File: config.mk
export PLATFORM = sky130hd
export DESIGN_NAME = paddle_timing_ctrl_flat
export DESIGN_NICKNAME = d
export VERILOG_FILES = /design/src/rtl/paddle_timing_ctrl_if.sv /design/src/rtl/paddle_timing_ctrl.sv /design/src/flat_wrapper.sv
export SDC_FILE = /design/constraint.sdc
export NUM_CORES = 1
export LEC_CHECK = 0
export CAP_MARGIN = 20
export CORE_MARGIN = 4
export CORE_UTILIZATION = 60
export DETAILED_ROUTE_END_ITERATION = 7
export HOLD_SLACK_MARGIN = 0.15
export PLACE_DENSITY = 0.81
export REMOVE_ABC_BUFFERS = 1
export SYNTH_ARGS = -nofsm -noshare
export SYNTH_HDL_FRONTEND = slang
export SYNTH_SLANG_ARGS = --single-unit
File: constraint.sdc
create_clock -name clk -period 3.96 [get_ports clk]
set_clock_uncertainty 0.15 [all_clocks]
set_input_delay 0.99 -clock clk [delete_from_list [all_inputs] [get_ports clk]]
set_output_delay 0.99 -clock clk [all_outputs]
set_load 0.05 [all_outputs]
File: src/rtl/paddle_timing_ctrl_if.sv
// Paddle controller bundle: decoder/chip-side inputs and the per-channel paddle pins and positions.
interface paddle_timing_ctrl_if #(
  parameter int CH    = 2,
  parameter int POS_W = 8
) ();
  logic                  ce;
  logic                  vsync;
  logic [2*CH-1:0]       up;
  logic [2*CH-1:0]       down;
  logic                  four_players;
  logic                  recentre;
  logic [CH-1:0]         dwn;
  logic [CH-1:0]         ctrl_out;
  logic [CH*POS_W-1:0]   pos_out;

  modport master (
    output ce, vsync, up, down, four_players, recentre, dwn,
    input  ctrl_out, pos_out
  );

  modport slave (
    input  ce, vsync, up, down, four_players, recentre, dwn,
    output ctrl_out, pos_out
  );
endinterface

File: src/rtl/paddle_timing_ctrl.sv
// Per-channel paddle position with frame-rate acceleration, converted into AY-3-8500
// capacitor charge timing: ctrl_out rises OFFSET + pos*SCALE ce ticks after dwn releases.
module paddle_timing_ctrl #(
  parameter int CH         = 2,
  parameter int POS_W      = 8,
  parameter int POS_MAX    = 200,
  parameter int POS_INIT   = 100,
  parameter int SCALE      = 4,
  parameter int OFFSET     = 64,
  parameter int CNT_W      = 12,
  parameter int MAX_SPEED  = 4,
  parameter int ACC_FRAMES = 8
) (
  input  logic                 clk,
  input  logic                 reset_n,
  paddle_timing_ctrl_if.slave  bus
);

  localparam int PW1    = POS_W + 1;
  localparam int SPD_W  = $clog2(MAX_SPEED + 1);
  localparam int HOLD_W = (ACC_FRAMES > 1) ? $clog2(ACC_FRAMES) : 1;

  logic vsync_q;
  logic frame_q;

  always_ff @(posedge clk or negedge reset_n) begin
    if (!reset_n) begin
      vsync_q <= 1'b0;
      frame_q <= 1'b0;
    end else begin
      vsync_q <= bus.vsync;
      frame_q <= bus.vsync & ~vsync_q;
    end
  end

  for (genvar g = 0; g < CH; g++) begin : g_ch
    logic               u;
    logic               d;
    logic [POS_W-1:0]   pos_q, pos_d;
    logic [SPD_W-1:0]   spd_q, spd_d;
    logic [HOLD_W-1:0]  hold_q, hold_d;
    logic [CNT_W-1:0]   cnt_q, cnt_d;
    logic [CNT_W-1:0]   thr;
    logic               ctrl_q, ctrl_d;
    logic [PW1-1:0]     sum;
    logic [PW1-1:0]     diff;

    assign u = bus.up[g]   | (bus.four_players & bus.up[g+CH]);
    assign d = bus.down[g] | (bus.four_players & bus.down[g+CH]);

    // Extra top bit catches overflow past POS_MAX and borrow below zero.
    always_comb begin
      pos_d  = pos_q;
      spd_d  = spd_q;
      hold_d = hold_q;
      sum    = {1'b0, pos_q} + PW1'(spd_q);
      diff   = {1'b0, pos_q} - PW1'(spd_q);
      if (bus.recentre) begin
        pos_d  = POS_W'(POS_INIT);
        spd_d  = SPD_W'(1);
        hold_d = '0;
      end else if (frame_q) begin
        if (u ^ d) begin
          if (u) pos_d = (sum > PW1'(POS_MAX)) ? POS_W'(POS_MAX) : sum[POS_W-1:0];
          else   pos_d = diff[POS_W] ? '0 : diff[POS_W-1:0];
          if (hold_q == HOLD_W'(ACC_FRAMES - 1)) begin
            hold_d = '0;
            if (spd_q != SPD_W'(MAX_SPEED)) spd_d = spd_q + SPD_W'(1);
          end else begin
            hold_d = hold_q + HOLD_W'(1);
          end
        end else begin
          spd_d  = SPD_W'(1);
          hold_d = '0;
        end
      end
    end

    // Compare against the next count so ctrl_out rises on the same edge the count gets there.
    always_comb begin
      thr   = CNT_W'(OFFSET) + CNT_W'(pos_q) * CNT_W'(SCALE);
      cnt_d = cnt_q;
      if (bus.dwn[g])                   cnt_d = '0;
      else if (bus.ce && (cnt_q != '1)) cnt_d = cnt_q + CNT_W'(1);
      ctrl_d = bus.dwn[g] ? 1'b0 : (ctrl_q | (cnt_d >= thr));
    end

    always_ff @(posedge clk or negedge reset_n) begin
      if (!reset_n) begin
        pos_q  <= POS_W'(POS_INIT);
        spd_q  <= SPD_W'(1);
        hold_q <= '0;
        cnt_q  <= '0;
        ctrl_q <= 1'b0;
      end else begin
        pos_q  <= pos_d;
        spd_q  <= spd_d;
        hold_q <= hold_d;
        cnt_q  <= cnt_d;
        ctrl_q <= ctrl_d;
      end
    end

    assign bus.ctrl_out[g]                = ctrl_q;
    assign bus.pos_out[g*POS_W +: POS_W]  = pos_q;
  end

endmodule

File: src/flat_wrapper.sv
// flat-port wrapper written by rule: the top's interface ports become plain ports
module paddle_timing_ctrl_flat 
#(
  parameter int CH         = 2,
  parameter int POS_W      = 8,
  parameter int POS_MAX    = 200,
  parameter int POS_INIT   = 100,
  parameter int SCALE      = 4,
  parameter int OFFSET     = 64,
  parameter int CNT_W      = 12,
  parameter int MAX_SPEED  = 4,
  parameter int ACC_FRAMES = 8
)
  (clk, reset_n, bus_ce, bus_vsync, bus_up, bus_down, bus_four_players, bus_recentre, bus_dwn, bus_ctrl_out, bus_pos_out);
  paddle_timing_ctrl_if #(.CH(CH), .POS_W(POS_W)) bus_i ();
  input  logic clk;
  input  logic reset_n;
  input wire logic [$bits(bus_i.ce)-1:0] bus_ce;
  input wire logic [$bits(bus_i.vsync)-1:0] bus_vsync;
  input wire logic [$bits(bus_i.up)-1:0] bus_up;
  input wire logic [$bits(bus_i.down)-1:0] bus_down;
  input wire logic [$bits(bus_i.four_players)-1:0] bus_four_players;
  input wire logic [$bits(bus_i.recentre)-1:0] bus_recentre;
  input wire logic [$bits(bus_i.dwn)-1:0] bus_dwn;
  output wire logic [$bits(bus_i.ctrl_out)-1:0] bus_ctrl_out;
  output wire logic [$bits(bus_i.pos_out)-1:0] bus_pos_out;
  assign bus_i.ce = bus_ce;
  assign bus_i.vsync = bus_vsync;
  assign bus_i.up = bus_up;
  assign bus_i.down = bus_down;
  assign bus_i.four_players = bus_four_players;
  assign bus_i.recentre = bus_recentre;
  assign bus_i.dwn = bus_dwn;
  assign bus_ctrl_out = bus_i.ctrl_out;
  assign bus_pos_out = bus_i.pos_out;
  paddle_timing_ctrl #(.CH(CH), .POS_W(POS_W), .POS_MAX(POS_MAX), .POS_INIT(POS_INIT), .SCALE(SCALE), .OFFSET(OFFSET), .CNT_W(CNT_W), .MAX_SPEED(MAX_SPEED), .ACC_FRAMES(ACC_FRAMES)) u_core (.clk(clk), .reset_n(reset_n), .bus(bus_i));
endmodule
Word-level counts from Yosys, hierarchy flattened
Index checks and enable logic that the tools add are counted.

word-level totals
  bits in registers = 56
  input bits = 16
  output and inout port bits = 18
  logic and storage cells = 97

cells by class
  add/sub/neg operators = 12
  magnitude comparators = 4
  equal/unequal tests = 10
  mux-type cells = 36
  bitwise logic cells = 14
  reduce and logical (&&, ||, !) cells = 9

operators by type and width
  operator                                            number
  two-way mux 8 bit                                   12
  two-way mux 3 bit                                   18
  two-way mux 12 bit                                  4
  adder 12 x 1 -> 12 bit, second input constant       2
  greater-or-equal comparator 12 bit                  2
  inequality test 12 bit, second input constant       2
  adder 7 x 10 -> 11 bit, first input constant        2
  adder 8 x 3 -> 9 bit                                2
  > comparator 9 x 8 -> 1 bit, second input constant  2
  inequality test 3 bit, second input constant        6
  subtractor 8 x 3 -> 9 bit                           2
  adder 3 x 1 -> 3 bit, second input constant         4
  equality test 3 bit, second input constant          2
  OR 1 bit                                            6
  AND reduction 3 bit                                 2
  nonzero test 2 bit                                  3
  bitwise AND 1 bit                                   5
  AND reduction 2 bit                                 2
  logical AND 1 bit                                   2
  two-way mux 1 bit                                   2
  bitwise XOR 1 bit                                   2
  inverter 1 bit                                      1

Logic depth before layout (Yosys ltp)
  depth in word-level cells = 7
  mapped depth = 14

Worst setup path before layout
Ideal clock, no wire load.

  path kind = input port to flip-flop
  start = input port bus_ce
  end = register u_core.g_ch[1].ctrl_q
  arrival = 3052 ps
  path slack = 610 ps
  stages = 11
  cells stage by stage = and4_1 nand2_1 or3_1 a21oi_1 ha_1 a21o_1 a21o_1 a21oi_1 nor2_1 a2111oi_0 o221ai_1

between the ends
  word-level cells in the longest chain between the ends = 6

ends and longest elaborated chain
  element                             RTL line                   source
  start, declared                     flat_wrapper.sv:18         input wire logic [$bits(bus_i.ce)-1:0] bus_ce;
  logical AND 1 bit                   paddle_timing_ctrl.sv:84   else if (bus.ce && (cnt_q != '1)) cnt_d = cnt_q + CNT_W'(1);
  two-way mux 12 bit                  paddle_timing_ctrl.sv:84
  two-way mux 12 bit                  paddle_timing_ctrl.sv:83   if (bus.dwn[g]) cnt_d = '0;
  via u_core.g_ch[1].cnt_d[5]         paddle_timing_ctrl.sv:42   logic [CNT_W-1:0] cnt_q, cnt_d;
  greater-or-equal comparator 12 bit  paddle_timing_ctrl.sv:85   ctrl_d = bus.dwn[g] ? 1'b0 : (ctrl_q | (cnt_d >= thr));
  OR 1 bit                            paddle_timing_ctrl.sv:85
  two-way mux 1 bit                   paddle_timing_ctrl.sv:85
  via u_core.g_ch[1].ctrl_d           paddle_timing_ctrl.sv:44   logic ctrl_q, ctrl_d;
  end signal, assigned                paddle_timing_ctrl.sv:100  ctrl_q <= ctrl_d;
  end, declared                       paddle_timing_ctrl.sv:44

The timed path passes the listed nets, and every way through them passes these cells.
A chain may end at the register's enable or synchronous reset.

Final worst setup path
Same ends and word-level chain as after synthesis.

==> flow_summary.toml <==
[die]
ioPinCount = 34
start_util = 0.622
rows = 31
die_w_um = 95.2
coreArea_um2 = 7330
fp.dieH_um = 95.2
die_area_um2 = 9060

[route]
ant_nets = 0
drt_iter0_markers = 235
wl_um = 10300
top_layer_used = "met4"
wl_per_cell_um = 16.2
dr.pass1.iters = 4
vias = 3877
dr_wl_met3_um = 456
drc = 0
wl_met2_um = 4860
vias_per_cell = 6.10
wl_met1_um = 4890

[clocking]
clock_latency_ns = 0.30
cts_buffers = 5
cts_root_buf = "clkbuf_8"
cts.sinks = 56
htree_levels = 2
post_cts_buffers = 0
post_cts_resized = 0
clkTransAtPathRegs_ns = 0.10
cts_tree = "built"
clockBufferDepth = 2
ctsHoldBuffers = 0

[cells_and_area]
drive_gt1_frac = 0.0931
final_cell_count_no_fill = 636
ff_latch_area_um2 = 1410
diodes = 0
fillers = 565
synthToLayoutAreaGrowth_pct = 11.3
final_nets = 600
mostFrequentLayoutCell = "dfrtp_1"
multi_input_area_um2 = 2900
final_area_um2 = 5080
layout_common_cells = "dfrtp_1, nor2_1, ha_1"

[pwr]
power_mw = 1.29
p_leak_nw = 2.26
irDropWorstVdd_mv = 0.175
pwr_density_cell_nw_per_um2 = 254

[synthesis]
syn_inst = 508
synth_cell_types = 84
yosys_warnings = 0
netlist_area_um2 = 4560
synth-edff-count = 0
syn_avg_cell_area_um2 = 8.98
ys_seq_area_frac = 0.309
ys_ff_latch = 56
async_flop_share = 1.00
synth-main-ff-cell = "dfrtp_1"

[global_routing]
grt_pass1_vias = 3915
grt_util_all_layers = 0.251
antenna_found_initial = 0
grt_pass1_wl_um = 18400
grt_max_degree = 44
overflow = 0

[sta]
setup-tns-final_ns = 0
maxSlewViolCount = 0
fin_crit_sh = 0.918
tightest_slew_ns = 0.977
hold_viol = 0
rsz0062_at_grt = "false"
slew_headroom = 0.349
layout_min_cycle_time_ns = 3.64
fmax_mhz = 275
finalSetupViolCount = 0
holdWs_ns = 0.264

[run_status]
status = "finished, final reports clean"

[critical_path]
criticalPathCategory = "in2reg"
crit_required_ns = 3.98
cp_data_arrival_time_ns = 3.65
timing.critical_path.to_type = "flop"
crit_path_max_fanout = 4
cp-start-kind = "input pin"

[placed_design]
hpwl_um = 7960
port-buffer-count = 33
place.gp.congestion = 0.919
placedCellCount = 628
placed_area_um2 = 4970

[job]
cap_violations = 0

[hold_path]
hold_path.class = "reg2reg"
-- synth_stat cells (all sizes together), types with 8 or more instances --
cell type | number | area [µm²]
xor2 | 12 | 105
buf | 11 | 68.8
o211ai | 8 | 60.1
nor3 | 11 | 60.1
inv | 36 | 135
dfstp | 8 | 210
a21o | 13 | 97.6
dfrtp | 48 | 1200
a21oi | 39 | 206
xnor2 | 17 | 149
nand2 | 35 | 134
nand3 | 19 | 95.1
o21ai | 21 | 105
ha | 44 | 551
nor2 | 44 | 165
clkbuf | 10 | 38.8
or3 | 9 | 61.3
-- cells by family after synthesis --
| family | count (synthesis) | share of synthesized area |
|---|---|---|
| AOI/OAI and AO/OA | 144 | 0.233 |
| xor gates and xnor gates | 29 | 0.0557 |
| adders and majority gates | 48 | 0.138 |
| buffers and inverters | 58 | 0.0540 |
| DFF | 56 | 0.309 |
| muxes | 7 | 0.0165 |
| and+or+nand+nor | 166 | 0.193 |
-- worst max-delay path, cell delays in order --
cell	delay, ns
clkdlybuf4s50_1	0.48
and4_1	0.26
nand2_1	0.08
or3_1	0.31
a21oi_1	0.20
ha_1	0.28
a21o_1	0.18
a21o_1	0.16
a21oi_1	0.13
nor2_1	0.05
a2111oi_0	0.35
o221ai_1	0.18
-- worst paths after layout --
kind	startpoint	to	slack, ns	depth (start not counted)
setup / recovery	bus_ce	u_core.g_ch[1].ctrl_q$_DFF_PN0_	0.32	12
max in group asynchronous	reset_n	u_core.g_ch[1].cnt_q[2]$_DFF_PN0_	2.21	2
min in group asynchronous	reset_n	u_core.g_ch[0].cnt_q[11]$_DFF_PN0_	0.69	1
hold / removal	u_core.vsync_q$_DFF_PN0_	u_core.frame_q$_DFF_PN0_	0.26	1
setup reg to reg	u_core.g_ch[1].cnt_q[4]$_DFF_PN0_	u_core.g_ch[1].ctrl_q$_DFF_PN0_	0.72	13
hold reg to reg	u_core.vsync_q$_DFF_PN0_	u_core.frame_q$_DFF_PN0_	0.26	1
-- per-stage QoR --
step | setup WS [ns] | utilization
global route | 0.0653 | 0.693
detailed placement | -0.0296 | 0.678
finish | 0.323 | 0.693
global placement | 0.0252 | 0.678
floorplan | 0.611 | -
CTS | 0.300 | 0.693
-- registers in the layout, indices dropped and copies added, names as in the netlist --
register            flops
u_core.g_ch.hold_q      6
u_core.g_ch.ctrl_q      2
u_core.vsync_q          1
u_core.g_ch.cnt_q      24
u_core.g_ch.pos_q      16
u_core.frame_q          1
u_core.g_ch.spd_q       6
-- power breakdown --
part	switching, mW	leakage, nW	internal (mW)
sequential	0.0362	0.744	0.592
combinational	0.173	1.46	0.115
clock	0.184	0.0552	0.188
-- layer usage --
metal / vias to the layer above / track usage
met5: - / 0
met4: 0 / 0.0601
met3: 10 / 0.0324
met2: 81 / 0.408
met1: 1876 / 0.354
li1: 1910 / -
-- cell type report --
class / instances / area share
Inverter: 37 / 0.0274
Timing Repair Buffer: 42 / 0.0774
Clock buffer: 6 / 0.0143
Tap cell: 99 / 0.0244
Multi-Input combinational cell: 394 / 0.572
Sequential cell: 56 / 0.278
Clock inverter: 2 / 0.00690
Note: power is estimated with default switching activity, not from simulation.
